==> config.mk <==
export PLATFORM = sky130hd
export DESIGN_NAME = ysyx_23060124_wbu
export DESIGN_NICKNAME = d
export VERILOG_FILES = /design/src/rtl/ysyx_23060124_wbu_pkg.sv /design/src/rtl/ysyx_23060124_npc_gen.sv /design/src/rtl/ysyx_23060124_wbu.sv
export SDC_FILE = /design/constraint.sdc
export NUM_CORES = 1
export LEC_CHECK = 0
export CAP_MARGIN = 20
export CORE_MARGIN = 3
export CORE_UTILIZATION = 50
export CTS_BUF_LIST = sky130_fd_sc_hd__clkbuf_4
export DETAILED_ROUTE_END_ITERATION = 8
export PLACE_DENSITY = 0.9
export SLEW_MARGIN = 10
export SYNTH_ARGS = -nofsm -noshare
export SYNTH_HDL_FRONTEND = slang
export SYNTH_SLANG_ARGS = --single-unit
==> constraint.sdc <==
create_clock -name clk -period 7.8 [get_ports clk]
set_input_delay 1.56 -clock clk [delete_from_list [all_inputs] [get_ports clk]]
set_output_delay 1.56 -clock clk [all_outputs]
set_load 0.005 [all_outputs]
==> src/rtl/ysyx_23060124_wbu_pkg.sv <==
// Shared definitions for the write-back unit: FSM state encodings, trap CSR
// addresses and the machine-mode ecall cause code.
package ysyx_23060124_wbu_pkg;

    typedef enum logic [2:0] {
        ysyx_23060124_WBU_BOOT   = 3'd0,
        ysyx_23060124_WBU_IDLE   = 3'd1,
        ysyx_23060124_WBU_COMMIT = 3'd2,
        ysyx_23060124_WBU_TRAP   = 3'd3,
        ysyx_23060124_WBU_HAND   = 3'd4
    } wbu_state_e;

    localparam logic [11:0] CSR_MEPC   = 12'h341;
    localparam logic [11:0] CSR_MCAUSE = 12'h342;
    localparam int unsigned ECALL_M    = 11;

endpackage

==> src/rtl/ysyx_23060124_npc_gen.sv <==
// Combinational next-PC selector. The control-flow class inputs are one-hot
// or all zero; all zero falls through to the sequential pc+4.
module ysyx_23060124_npc_gen #(
    parameter int ISA_WIDTH = 32
) (
    input  logic [ISA_WIDTH-1:0] i_pc,
    input  logic [ISA_WIDTH-1:0] i_imm,
    input  logic [ISA_WIDTH-1:0] i_src1,
    input  logic [ISA_WIDTH-1:0] i_mtvec,
    input  logic [ISA_WIDTH-1:0] i_mepc,
    input  logic                 i_taken,
    input  logic                 i_brch,
    input  logic                 i_jal,
    input  logic                 i_jalr,
    input  logic                 i_ecall,
    input  logic                 i_mret,
    output logic [ISA_WIDTH-1:0] o_npc
);

    logic [ISA_WIDTH-1:0] seq_pc;
    logic [ISA_WIDTH-1:0] rel_pc;

    always_comb begin
        seq_pc = i_pc + ISA_WIDTH'(4);
        rel_pc = i_pc + i_imm;
        o_npc  = seq_pc;
        if (i_brch) begin
            o_npc = i_taken ? rel_pc : seq_pc;
        end else if (i_jal) begin
            o_npc = rel_pc;
        end else if (i_jalr) begin
            o_npc = (i_src1 + i_imm) & ~ISA_WIDTH'(1);
        end else if (i_ecall) begin
            o_npc = i_mtvec;
        end else if (i_mret) begin
            o_npc = i_mepc;
        end
    end

endmodule

==> src/rtl/ysyx_23060124_wbu.sv <==
// Write-back and next-PC unit: latches one executed instruction, commits its
// rd/CSR writes (plus the two-cycle ecall trap writes) and offers the next PC
// to fetch. Defining YSYX_23060124_WBU_INSTRET_EN adds a 64-bit retire counter.
module ysyx_23060124_wbu
    import ysyx_23060124_wbu_pkg::*;
#(
    parameter int                   ISA_WIDTH = 32,
    parameter logic [ISA_WIDTH-1:0] RST_PC    = ISA_WIDTH'(32'h8000_0000)
) (
    input  logic                 clk,
    input  logic                 i_rst_n,
    input  logic                 i_pre_valid,
    output logic                 o_pre_ready,
    input  logic [ISA_WIDTH-1:0] i_res,
    input  logic [ISA_WIDTH-1:0] i_pc,
    input  logic [ISA_WIDTH-1:0] i_imm,
    input  logic [ISA_WIDTH-1:0] i_src1,
    input  logic [4:0]           i_rd,
    input  logic                 i_rd_wen,
    input  logic                 i_brch,
    input  logic                 i_jal,
    input  logic                 i_jalr,
    input  logic                 i_ecall,
    input  logic                 i_mret,
    input  logic                 i_csr_wen,
    input  logic [11:0]          i_csr_addr,
    input  logic [ISA_WIDTH-1:0] i_csr_rdata,
    input  logic [ISA_WIDTH-1:0] i_mtvec,
    input  logic [ISA_WIDTH-1:0] i_mepc,
    output logic                 o_rd_wen,
    output logic [4:0]           o_rd_waddr,
    output logic [ISA_WIDTH-1:0] o_rd_wdata,
    output logic                 o_csr_wen,
    output logic [11:0]          o_csr_waddr,
    output logic [ISA_WIDTH-1:0] o_csr_wdata,
    output logic                 o_post_valid,
    input  logic                 i_post_ready,
`ifdef YSYX_23060124_WBU_INSTRET_EN
    output logic [63:0]          o_instret,
`endif
    output logic [ISA_WIDTH-1:0] o_next_pc
);

    typedef struct packed {
        logic [ISA_WIDTH-1:0] res;
        logic [ISA_WIDTH-1:0] pc;
        logic [ISA_WIDTH-1:0] imm;
        logic [ISA_WIDTH-1:0] src1;
        logic [ISA_WIDTH-1:0] csr_rdata;
        logic [ISA_WIDTH-1:0] mtvec;
        logic [ISA_WIDTH-1:0] mepc;
        logic [4:0]           rd;
        logic                 rd_wen;
        logic                 brch;
        logic                 jal;
        logic                 jalr;
        logic                 ecall;
        logic                 mret;
        logic                 csr_wen;
        logic [11:0]          csr_addr;
    } instr_t;

    wbu_state_e           state_q, state_d;
    instr_t               instr_q, instr_d;
    logic                 capture;
    logic [ISA_WIDTH-1:0] npc;

    assign capture = (state_q == ysyx_23060124_WBU_IDLE) && i_pre_valid;

    // NOTE: sequential state uses non-blocking assignments only, so every flop
    // samples pre-edge values regardless of block evaluation order.
    always_ff @(posedge clk or negedge i_rst_n) begin
        if (!i_rst_n) begin
            state_q <= ysyx_23060124_WBU_BOOT;
            instr_q <= '0;
        end else begin
            state_q <= state_d;
            instr_q <= instr_d;
        end
    end

    // NOTE: every always_comb output gets a default first so no path can
    // leave it unassigned and infer a latch.
    always_comb begin
        instr_d = instr_q;
        if (capture) begin
            instr_d.res       = i_res;
            instr_d.pc        = i_pc;
            instr_d.imm       = i_imm;
            instr_d.src1      = i_src1;
            instr_d.csr_rdata = i_csr_rdata;
            instr_d.mtvec     = i_mtvec;
            instr_d.mepc      = i_mepc;
            instr_d.rd        = i_rd;
            instr_d.rd_wen    = i_rd_wen;
            instr_d.brch      = i_brch;
            instr_d.jal       = i_jal;
            instr_d.jalr      = i_jalr;
            instr_d.ecall     = i_ecall;
            instr_d.mret      = i_mret;
            instr_d.csr_wen   = i_csr_wen;
            instr_d.csr_addr  = i_csr_addr;
        end
    end

    always_comb begin
        state_d = state_q;
        unique case (state_q)
            ysyx_23060124_WBU_BOOT:   if (i_post_ready) state_d = ysyx_23060124_WBU_IDLE;
            ysyx_23060124_WBU_IDLE:   if (i_pre_valid)  state_d = ysyx_23060124_WBU_COMMIT;
            ysyx_23060124_WBU_COMMIT: state_d = instr_q.ecall ? ysyx_23060124_WBU_TRAP
                                                              : ysyx_23060124_WBU_HAND;
            ysyx_23060124_WBU_TRAP:   state_d = ysyx_23060124_WBU_HAND;
            ysyx_23060124_WBU_HAND:   if (i_post_ready) state_d = ysyx_23060124_WBU_IDLE;
            default:                  state_d = ysyx_23060124_WBU_BOOT;
        endcase
    end

    ysyx_23060124_npc_gen #(
        .ISA_WIDTH (ISA_WIDTH)
    ) u_npc_gen (
        .i_pc    (instr_q.pc),
        .i_imm   (instr_q.imm),
        .i_src1  (instr_q.src1),
        .i_mtvec (instr_q.mtvec),
        .i_mepc  (instr_q.mepc),
        .i_taken (instr_q.res[0]),
        .i_brch  (instr_q.brch),
        .i_jal   (instr_q.jal),
        .i_jalr  (instr_q.jalr),
        .i_ecall (instr_q.ecall),
        .i_mret  (instr_q.mret),
        .o_npc   (npc)
    );

    // Write ports read back as zero outside the commit/trap cycles.
    always_comb begin
        o_pre_ready  = 1'b0;
        o_post_valid = 1'b0;
        o_next_pc    = npc;
        o_rd_wen     = 1'b0;
        o_rd_waddr   = '0;
        o_rd_wdata   = '0;
        o_csr_wen    = 1'b0;
        o_csr_waddr  = '0;
        o_csr_wdata  = '0;
        unique case (state_q)
            ysyx_23060124_WBU_BOOT: begin
                o_post_valid = 1'b1;
                o_next_pc    = RST_PC;
            end
            ysyx_23060124_WBU_IDLE: o_pre_ready = 1'b1;
            ysyx_23060124_WBU_COMMIT: begin
                o_rd_wen   = instr_q.rd_wen & (|instr_q.rd);
                o_rd_waddr = instr_q.rd;
                o_rd_wdata = instr_q.csr_wen ? instr_q.csr_rdata : instr_q.res;
                if (instr_q.ecall) begin
                    o_csr_wen   = 1'b1;
                    o_csr_waddr = CSR_MEPC;
                    o_csr_wdata = instr_q.pc;
                end else if (instr_q.csr_wen) begin
                    o_csr_wen   = 1'b1;
                    o_csr_waddr = instr_q.csr_addr;
                    o_csr_wdata = instr_q.res;
                end
            end
            ysyx_23060124_WBU_TRAP: begin
                o_csr_wen   = 1'b1;
                o_csr_waddr = CSR_MCAUSE;
                o_csr_wdata = ISA_WIDTH'(ECALL_M);
            end
            ysyx_23060124_WBU_HAND: o_post_valid = 1'b1;
            default: ;
        endcase
    end

`ifdef YSYX_23060124_WBU_INSTRET_EN
    logic [63:0] instret_q, instret_d;

    always_comb begin
        instret_d = instret_q;
        if ((state_q == ysyx_23060124_WBU_HAND) && i_post_ready) begin
            instret_d = instret_q + 64'd1;
        end
    end

    always_ff @(posedge clk or negedge i_rst_n) begin
        if (!i_rst_n) instret_q <= '0;
        else          instret_q <= instret_d;
    end

    assign o_instret = instret_q;
`endif

endmodule
[Word level (Yosys, flattened, before mapping)]
Cells that the tools add are included.
Storage, ports and cells
  latch bits: 0
  word-level logic and storage cells: 58
  bits in read-only memories: 0
  memories kept: 0
  bits in writable memories: 0
  output and inout port bits: 117
  register bits after elaboration: 251
  bits of input ports: 252
Operators by class
  shift-type cells: 0
  reductions and logical operators: 5
  order comparisons: 0
  $mul: 0
  divide/modulo/power cells: 0
  bitwise operators: 1
  mux-type cells: 26
  equality and inequality tests: 6
  add/subtract/negate cells: 3
Operators with widths (count)
  $mux 32: 11
  $add 32x32->32: 2
  $pmux 32 s2: 1
  $add 32x3->32 const B: 1
  $mux 12: 2
  $pmux 12 s2: 1
  $pmux 3 s4: 1
  $mux 3: 3
  $eq 3x2->1 const B: 2
  $mux 1: 5
  $mux 5: 1
  $reduce_or 5->1: 1
  $eq 3x1->1 const B: 1
  $eq 3x3->1 const B: 1
  $logic_not 3->1: 1
  $ne 2x1->1 const B: 1
  $ne 2x2->1 const B: 1
  $pmux 1 s2: 1
  $reduce_and 2->1: 1
  $reduce_or 2->1: 1
  $and 1x1->1: 1
  $logic_and 1x1->1: 1

[Depth between registers and ports, before layout]
Gate-level depths: netlist of the first run.
  depth after elaboration: 7
  gate-level depth with buffers: 11
  gate-level depth less buffers: 11

[Cells and area by module]
Synthesis of the first run repeated with hierarchy kept, for this count alone.
Second synthesis, totals
  cell total of the unflattened synthesis: 1558
  area, all modules: 17392.9 um^2
Modules (own cells, without submodules)
  ysyx_23060124_wbu: times used 1, seq. area each 6281.0 um^2, area an instance 11826.3 um^2, cells an instance 734
  ysyx_23060124_npc_gen: times used 1, seq. area each 0.0 um^2, area an instance 5566.6 um^2, cells an instance 824

[Least setup slack after synthesis of the first run]
OpenSTA, ideal clock, no wires.
  path type: register to output
  start point: reg instr_q[152] (netlist bit)
  end point: out o_next_pc[28]
  path slack: 3.607 ns
  stages on the path, launching flop included: 12
  data required time: 6.240 ns
  path buffers: 0
  arrival: 2.633 ns
  cells stage by stage: dfrtp_1 and2_1 fa_1 a211oi_2 o21bai_1 a31oi_1 a32oi_2 a41oi_1 nor3b_2 mux2i_1 a221oi_1 nor2_1
Between the ends
  cells in the longest elaborated chain, start to end: 5
  elaborated cells on any way between the ends: 7
  those cells by class: add/sub (2); mux (5)
RTL lines
  from (decl): RTL line ysyx_23060124_wbu.sv:64  | instr_t instr_q, instr_d;
  from (signal assigned): RTL line ysyx_23060124_wbu.sv:78  | instr_q <= instr_d;
  $add 32x32->32: RTL line ysyx_23060124_npc_gen.sv:32  | o_npc = (i_src1 + i_imm) & ~ISA_WIDTH'(1);
  $mux 32: RTL line ysyx_23060124_npc_gen.sv:31  | end else if (i_jalr) begin
  $mux 32: RTL line ysyx_23060124_npc_gen.sv:29  | end else if (i_jal) begin
  $mux 32 (*): RTL line ysyx_23060124_npc_gen.sv:27  | if (i_brch) begin
  $mux 32 (*): RTL line ysyx_23060124_wbu.sv:147  | unique case (state_q)
  to (decl): RTL line ysyx_23060124_wbu.sv:41  | output logic [ISA_WIDTH-1:0] o_next_pc
Every way passes the cells marked *; elsewhere a longest branch is shown, timed or not.

[Worst setup path after layout of the first run]
  start point: reg instr_q[120] (netlist bit)
  end point: out o_next_pc[30]
Between the ends
  cells in the longest elaborated chain, start to end: 5
RTL lines (RTL line)
  $add 32x32->32: ysyx_23060124_npc_gen.sv:32
  $mux 32: ysyx_23060124_npc_gen.sv:31
  $mux 32: ysyx_23060124_npc_gen.sv:29
  $mux 32: ysyx_23060124_npc_gen.sv:27
  $mux 32: ysyx_23060124_wbu.sv:147
No other way between the ends.

==> impl_metrics.ini, run 1 <==
[placed_design]
place_congestion = 0.948
dp_hpwl_mm = 39.5
io_buffers = 368
pre_cts_ws_ns = 2.71

[sta]
slew_headroom_pct = 26.9
setup_viol = 0
worstMarginPinSlew_ns = 1.09
skew_ns = 0.0560
fmax_mhz = 168
finalHoldViolations = 0
setup_tns_ns = 0
slew_violations = 0
setup_slack_ns = 1.86
timing.final.crit_period_ns = 5.94
rsz0062_at_grt = false
post-route-period-util_pct = 76.2

[routing]
met3_length_mm = 5.45
highest_layer = met5
drt_pass1_iterations = 6
detailroute.wirelength.met2_mm = 24.7
ant_nets = 0
viasPerCell = 6.11
dr_total_vias = 14200
drt_first_iter_violations = 1279
drt-met1-wl_mm = 22.3
drc_errors = 0
routed_wirelength_mm = 54.0
wl_per_cell_um = 23.3

[power]
leakage_uw = 0.00863
vdd.ir_drop.worst_mv = 0.349
cellPowerDensity_nw_per_um2 = 518

[logic_synthesis]
yosys.area_share.simple_pct = 10.2
post_synth_main_area_contributors = dfrtp_1 40%, mux2_2 17%, ha_1 4.9%
synth_enable_flop_cells = 0
ys_seq_area_share_pct = 39.7
synth.top_cell.area_share_pct = 39.7
synthTopCellsByCount = 251 x dfrtp_1, 244 x mux2_2, 117 x nor2_1, 94 x a21oi_1, 90 x nand2_1
synthXorXnorAreaFrac_pct = 4.58
synth_area_per_cell_um2 = 10.4
ys_types = 81
yosysMostFrequentCell = dfrtp_1
synthAdderAreaFrac_pct = 5.16
synth_compound_area_share_pct = 15.9
synth-seq-cells = 251
synth.largest_area_cell = dfrtp_1
synth_top_family_by_area = multiplexers
yosys_warnings = 0
async_flop_share_pct = 100
netlist_area_um2 = 15800
synthFlopType = dfrtp_1
synth_mux_area_share_pct = 21.5
synth_cells = 1516
mappedNetlistNets = 1832

[worst_setup_path]
crit_top_cell = a31oi_1
critical_path.startpoint = instr_q[120]$_DFFE_PN0P_
path_depth = 12
startpoint_type = flip-flop
critPathKind = reg2out
worst_ep_arrival_time_ns = 4.38
critPathTopFamily = compound AO/OA/AOI/OAI gates
critPathMaxFanout = 4
cpMaxStageDelayCell = clkdlybuf4s50_1
cp.required_ns = 6.24
cp-endpoint = o_next_pc[30]
worstPathCellList = and2_1 -> fa_1 -> a211oi_2 -> o21bai_1 -> a31oi_1 -> a32oi_2 -> a31oi_1 -> o21ai_0 -> xor2_1 -> a21oi_1 -> nor2_1 -> clkdlybuf4s50_1
critPathCaptureType = primary output
path_buf_inv = 1
r2r_start = state_q[0]$_DFFE_PN0P_
r2r-end = instr_q[172]$_DFFE_PN0P_
reg2reg_slack_ns = 5.11
reg2regPathDepth = 4
critPathMaxStageDelay_ns = 0.54

[global_routing]
grt_use_total_pct = 31.6
antenna_found_initial = 3
grt_max_degree = 188
grt_pass1_wl_mm = 83.2
grt.overflow.total = 0
grt_pass1_vias = 14400

[clock_network]
cts.clk_slew.worst_paths_ns = 0.07
numCtsBuffers = 71
clk_latency_ns = 0.73
cts_tree = done
cts_resized = 0
postCtsSetupRepairBufs = 0
cts_hold_buffers = 0
clock-sinks = 251
cts.root.buffer_cell = clkbuf_4
clockBufferDepth = 3
ctsHtreeMaxLevel = 3

[die]
die_area_um2 = 33800
coreArea_um2 = 30900
rows = 64
fp.dieH_um = 184
die_x_um = 184
initial_core_util_pct = 51.2
io_pins = 369

[hold_path]
hold_class = reg2reg

[run_status]
status = complete, no violations

[finish]
nets = 2189
drive_gt1_share_pct = 21.0
fill_cells = 2305
area_growth_pct = 30.4
multiInputGateArea_um2 = 9070
seqCellArea_um2 = 6280

[job]
cap_violations = 0
through the flow:
step | std cells | power, µW | hold slack, ns | instance area, µm² | utilization [%]
final | 2320 | 10700 | 0.497 | 20600 | 66.7
after global routing | 2320 | 11400 | 0.509 | 20600 | 66.7
after CTS | 2319 | 10600 | 0.500 | 20600 | 66.7
after detailed placement | 2196 | 9260 | 0.488 | 19700 | 63.8
after global placement | 2196 | 9120 | 0.483 | 19700 | 63.8
after floorplan | 1516 | 6980 | 0.472 | 15800 | -
cell type report:
cell class / count / area share [%]
clock inverters: 19 / 0.570
clock buffers: 104 / 3.79
repair buffers: 381 / 18.5
well taps: 396 / 2.40
inverters: 15 / 0.273
diodes: 1 / 0.0121
flip-flops and latches: 251 / 30.5
multi-input cells: 1153 / 44.0
cells in the final DEF (no fill, tap or decap), drive strengths merged, types with 12 or more instances in the layout:
cell | Yosys | routed
o211ai | 25 | 25
o21bai | 12 | 12
clkdlybuf4s50 | 0 | 367
ha | 62 | 62
inv | 15 | 18
buf | 27 | 14
clkbuf | 70 | 104
clkinv | 0 | 13
a22o | 30 | 30
xor2 | 28 | 28
a21oi | 94 | 94
nand3 | 24 | 24
o21ai | 59 | 59
dfrtp | 251 | 251
mux2 | 245 | 245
nand4 | 20 | 20
nor2 | 117 | 117
mux2i | 63 | 63
and3 | 19 | 19
and2 | 12 | 12
a211oi | 24 | 24
nor3 | 14 | 14
a21o | 39 | 39
xnor2 | 53 | 53
a31oi | 15 | 15
nand2 | 91 | 91
how the worst min path moves through the flow:
stage                                 start                       to  slack (ns)  depth (start not counted)
global placement    instr_q[11]$_DFFE_PN0P_  instr_q[11]$_DFFE_PN0P_        0.48                          1
floorplan           instr_q[55]$_DFFE_PN0P_  instr_q[55]$_DFFE_PN0P_        0.47                          1
finish              instr_q[10]$_DFFE_PN0P_  instr_q[10]$_DFFE_PN0P_        0.50                          1
CTS                 instr_q[10]$_DFFE_PN0P_  instr_q[10]$_DFFE_PN0P_        0.50                          1
global route         instr_q[4]$_DFFE_PN0P_   instr_q[4]$_DFFE_PN0P_        0.51                          1
detailed placement  instr_q[10]$_DFFE_PN0P_  instr_q[10]$_DFFE_PN0P_        0.49                          1
kinds of logic (layout without fill, tap and decap cells):
group,after synthesis,count (layout)
AOI/OAI and AO/OA,365,365
and+or+nand+nor,335,335
muxes,308,308
DFF,251,251
buffers and inverters,112,519
xor gates and xnor gates,81,81
adders and majority gates,64,64
other,0,1
registers in the layout, indices dropped and copies added (netlist names):
register,flops
instr_q,248
state_q,3
metal layers:
metal  global-route usage, %  vias to the layer above
li1                        -                     6359
met1                    42.1                     6931
met2                    49.8                      758
met3                    8.65                      113
met4                    11.0                        4
met5                       0                        -
report_power, final:
group	switching [µW]	internal, µW	total [µW]
sequential	836	1980	2810
clock	587	647	1230
combinational	3460	3180	6630
total	4880	5800	10700
(Power assumes the default switching activity.)
==> inputs of run 2 (changes only) <==
--- a/config.mk
+++ b/config.mk
@@ -7,10 +7,10 @@
 export LEC_CHECK = 0
 export CAP_MARGIN = 20
 export CORE_MARGIN = 3
-export CORE_UTILIZATION = 50
+export CORE_UTILIZATION = 47
 export CTS_BUF_LIST = sky130_fd_sc_hd__clkbuf_4
 export DETAILED_ROUTE_END_ITERATION = 8
-export PLACE_DENSITY = 0.9
+export PLACE_DENSITY = 0.89
 export SLEW_MARGIN = 10
 export SYNTH_ARGS = -nofsm -noshare
 export SYNTH_HDL_FRONTEND = slang
==> constraint.sdc (replaced) <==
create_clock -name clk -period 4.95 [get_ports clk]
set_input_delay 0.99 -clock clk [delete_from_list [all_inputs] [get_ports clk]]
set_output_delay 0.99 -clock clk [all_outputs]
set_load 0.005 [all_outputs]
==> run 2 against run 1 <==
Compared with the run above: clock power up 61%; combinational power increased by 84%; critical path depth did not move; hold slack got worse by 0.22 ns; setup slack worse by 1.9 ns; the flow now finishes with violations (negative setup slack); count of clock-buffer cells in the layout shrank 4.
==> impl_metrics.ini, run 2 (synthesized netlist as in run 1, its figures left out) <==
[worst_setup_path]
critPathKind = reg2out
critPathMaxStageDelay_ns = 0.51
cpMaxStageDelayCell = dfrtp_1
worstPathCellList = ha_4 -> nand4_1 -> nor2_2 -> a221o_1 -> a31o_1 -> a31oi_4 -> buf_6 -> buf_4 -> a2111oi_4 -> o21a_1 -> a211o_1 -> clkdlybuf4s50_1
critPathCaptureType = primary output
critPathMaxFanout = 7
cp.required_ns = 3.96
startpoint_type = flip-flop
worst_ep_arrival_time_ns = 3.97

[placed_design]
place_congestion = 0.957
dp.cells = 2270
io_buffers = 368
dp_hpwl_mm = 42.8
pre_cts_ws_ns = 0.358

[clock_network]
clockBufferDepth = 3
clk_latency_ns = 0.79
cts.root.buffer_cell = clkbuf_4
cts_tree = done
ctsHtreeMaxLevel = 3
cts.clk_slew.worst_paths_ns = 0.07
numCtsBuffers = 73
clock-sinks = 251

[power]
vdd.ir_drop.worst_mv = 0.372
swShare_pct = 46.1
intPower_uw = 10000
cellPowerDensity_nw_per_um2 = 846
p_seq_share_pct = 23.4
leakage_uw = 0.00922
pwr-share-comb_pct = 66.0
p_sw_uw = 8550
power_frac_clock_pct = 10.7

[finish]
top_regs = instr_q (248), state_q (3)
final_common_cell = clkdlybuf4s50_1
nets = 2256
top_register = instr_q
stdcell_count = 2438
drive_gt1_share_pct = 28.8
layout_common_cells = 347 x clkdlybuf4s50_1, 244 x mux2_2, 236 x dfrtp_1
finalCoreUtilization_pct = 66.8
largest_reg_flops = 248
area_growth_pct = 38.8

[die]
die_x_um = 189
initial_core_util_pct = 48.1
fp.dieH_um = 189
rows = 66
coreArea_um2 = 32900
die_area_um2 = 35900
io_pins = 369

[sta]
slew_headroom_pct = 38.6
finalHoldViolations = 0
timing.final.crit_period_ns = 4.96
rsz0062_at_grt = true
worstMarginPinSlew_ns = 0.917
post-route-period-util_pct = 100
setup_slack_ns = -0.0141
slew_violations = 0
setup_viol = 1
skew_ns = 0.0273
holdWs_ns = 0.281
fmax_mhz = 201

[run_status]
violations = negative setup slack
status = complete, but fails checks

[routing]
viasPerCell = 6.05
drt_pass1_iterations = 5
dr_total_vias = 14700
ant_nets = 0
routed_wirelength_mm = 59.5
drt_first_iter_violations = 1263
wl_per_cell_um = 24.4
drc_errors = 0

[global_routing]
grt_max_degree = 114
grt_pass1_wl_mm = 89.3
grt_use_total_pct = 32.3
antenna_found_initial = 4
grt.overflow.total = 0
grt_pass1_vias = 14900

[job]
cap_violations = 0

[hold_path]
hold_class = in2async
-- run 2: repair_timing --
action,CTS,global route
pin swaps,24,34
resized for setup,82,74
hold buffers,0,0
endpoints found under the setup margin,21,18
buffers inserted,20,17
-- run 2: layout make-up --
class,instances,area [µm²]
Inverter,15,56.3
Antenna cell,5,12.5
Clock buffer,100,751
Timing Repair Buffer,446,4350
Fill cell,2432,10900
Clock inverter,26,143
Sequential cell,251,6300
Multi-Input combinational cell,1153,9780
Tap cell,442,553
-- run 2: per-stage QoR --
stage	setup TNS [ns]	area [µm²]	power, µW
2_1_floorplan	0	15800	11000
3_3_place_gp	0	20000	14700
3_5_place_dp	0	20000	14900
4_1_cts	-0.163	21500	17600
5_1_grt	-0.268	21900	19700
6_report	-0.0141	21900	18600
-- run 2: power by group through the flow --
stage	combinational, µW	clock [µW]	sequential [µW]
2_1_floorplan	7270	0	3740
3_3_place_gp	10500	0	4150
3_5_place_dp	10700	0	4230
4_1_cts	11400	2010	4260
5_1_grt	13100	2140	4450
6_report	12200	1980	4340
-- run 2: final timing paths --
kind | start | endpoint | slack (ns) | cells after the start
hold reg to reg | instr_q[58]$_DFFE_PN0P_ | instr_q[58]$_DFFE_PN0P_ | 0.50 | 1
setup / recovery | instr_q[167]$_DFFE_PN0P_ | o_next_pc[27] | -0.01 | 12
min in group clk | instr_q[58]$_DFFE_PN0P_ | instr_q[58]$_DFFE_PN0P_ | 0.50 | 1
hold / removal | i_rst_n | instr_q[8]$_DFFE_PN0P_ | 0.28 | 1
setup reg to reg | state_q[0]$_DFFE_PN0P_ | instr_q[167]$_DFFE_PN0P_ | 2.35 | 4
max in group asynchronous | i_rst_n | instr_q[233]$_DFFE_PN0P_ | 3.56 | 2
-- run 2: critical path, delay by kind of cell (launching register included) --
kind	cells	cell delay, ns
AO/OA/AOI/OAI	6	1.42
buffers and inverters	3	0.71
flip-flops	1	0.51
adder cells (fa/ha/maj)	1	0.29
AND/OR/NAND/NOR	2	0.25
-- run 2: routing by layer --
layer	GRT usage (%)	routed length, µm	vias to the layer above
met5	0	13	-
met4	10.3	1850	2
met3	9.22	5730	150
met2	50.3	27200	849
met1	43.5	24600	7247
li1	-	-	6491
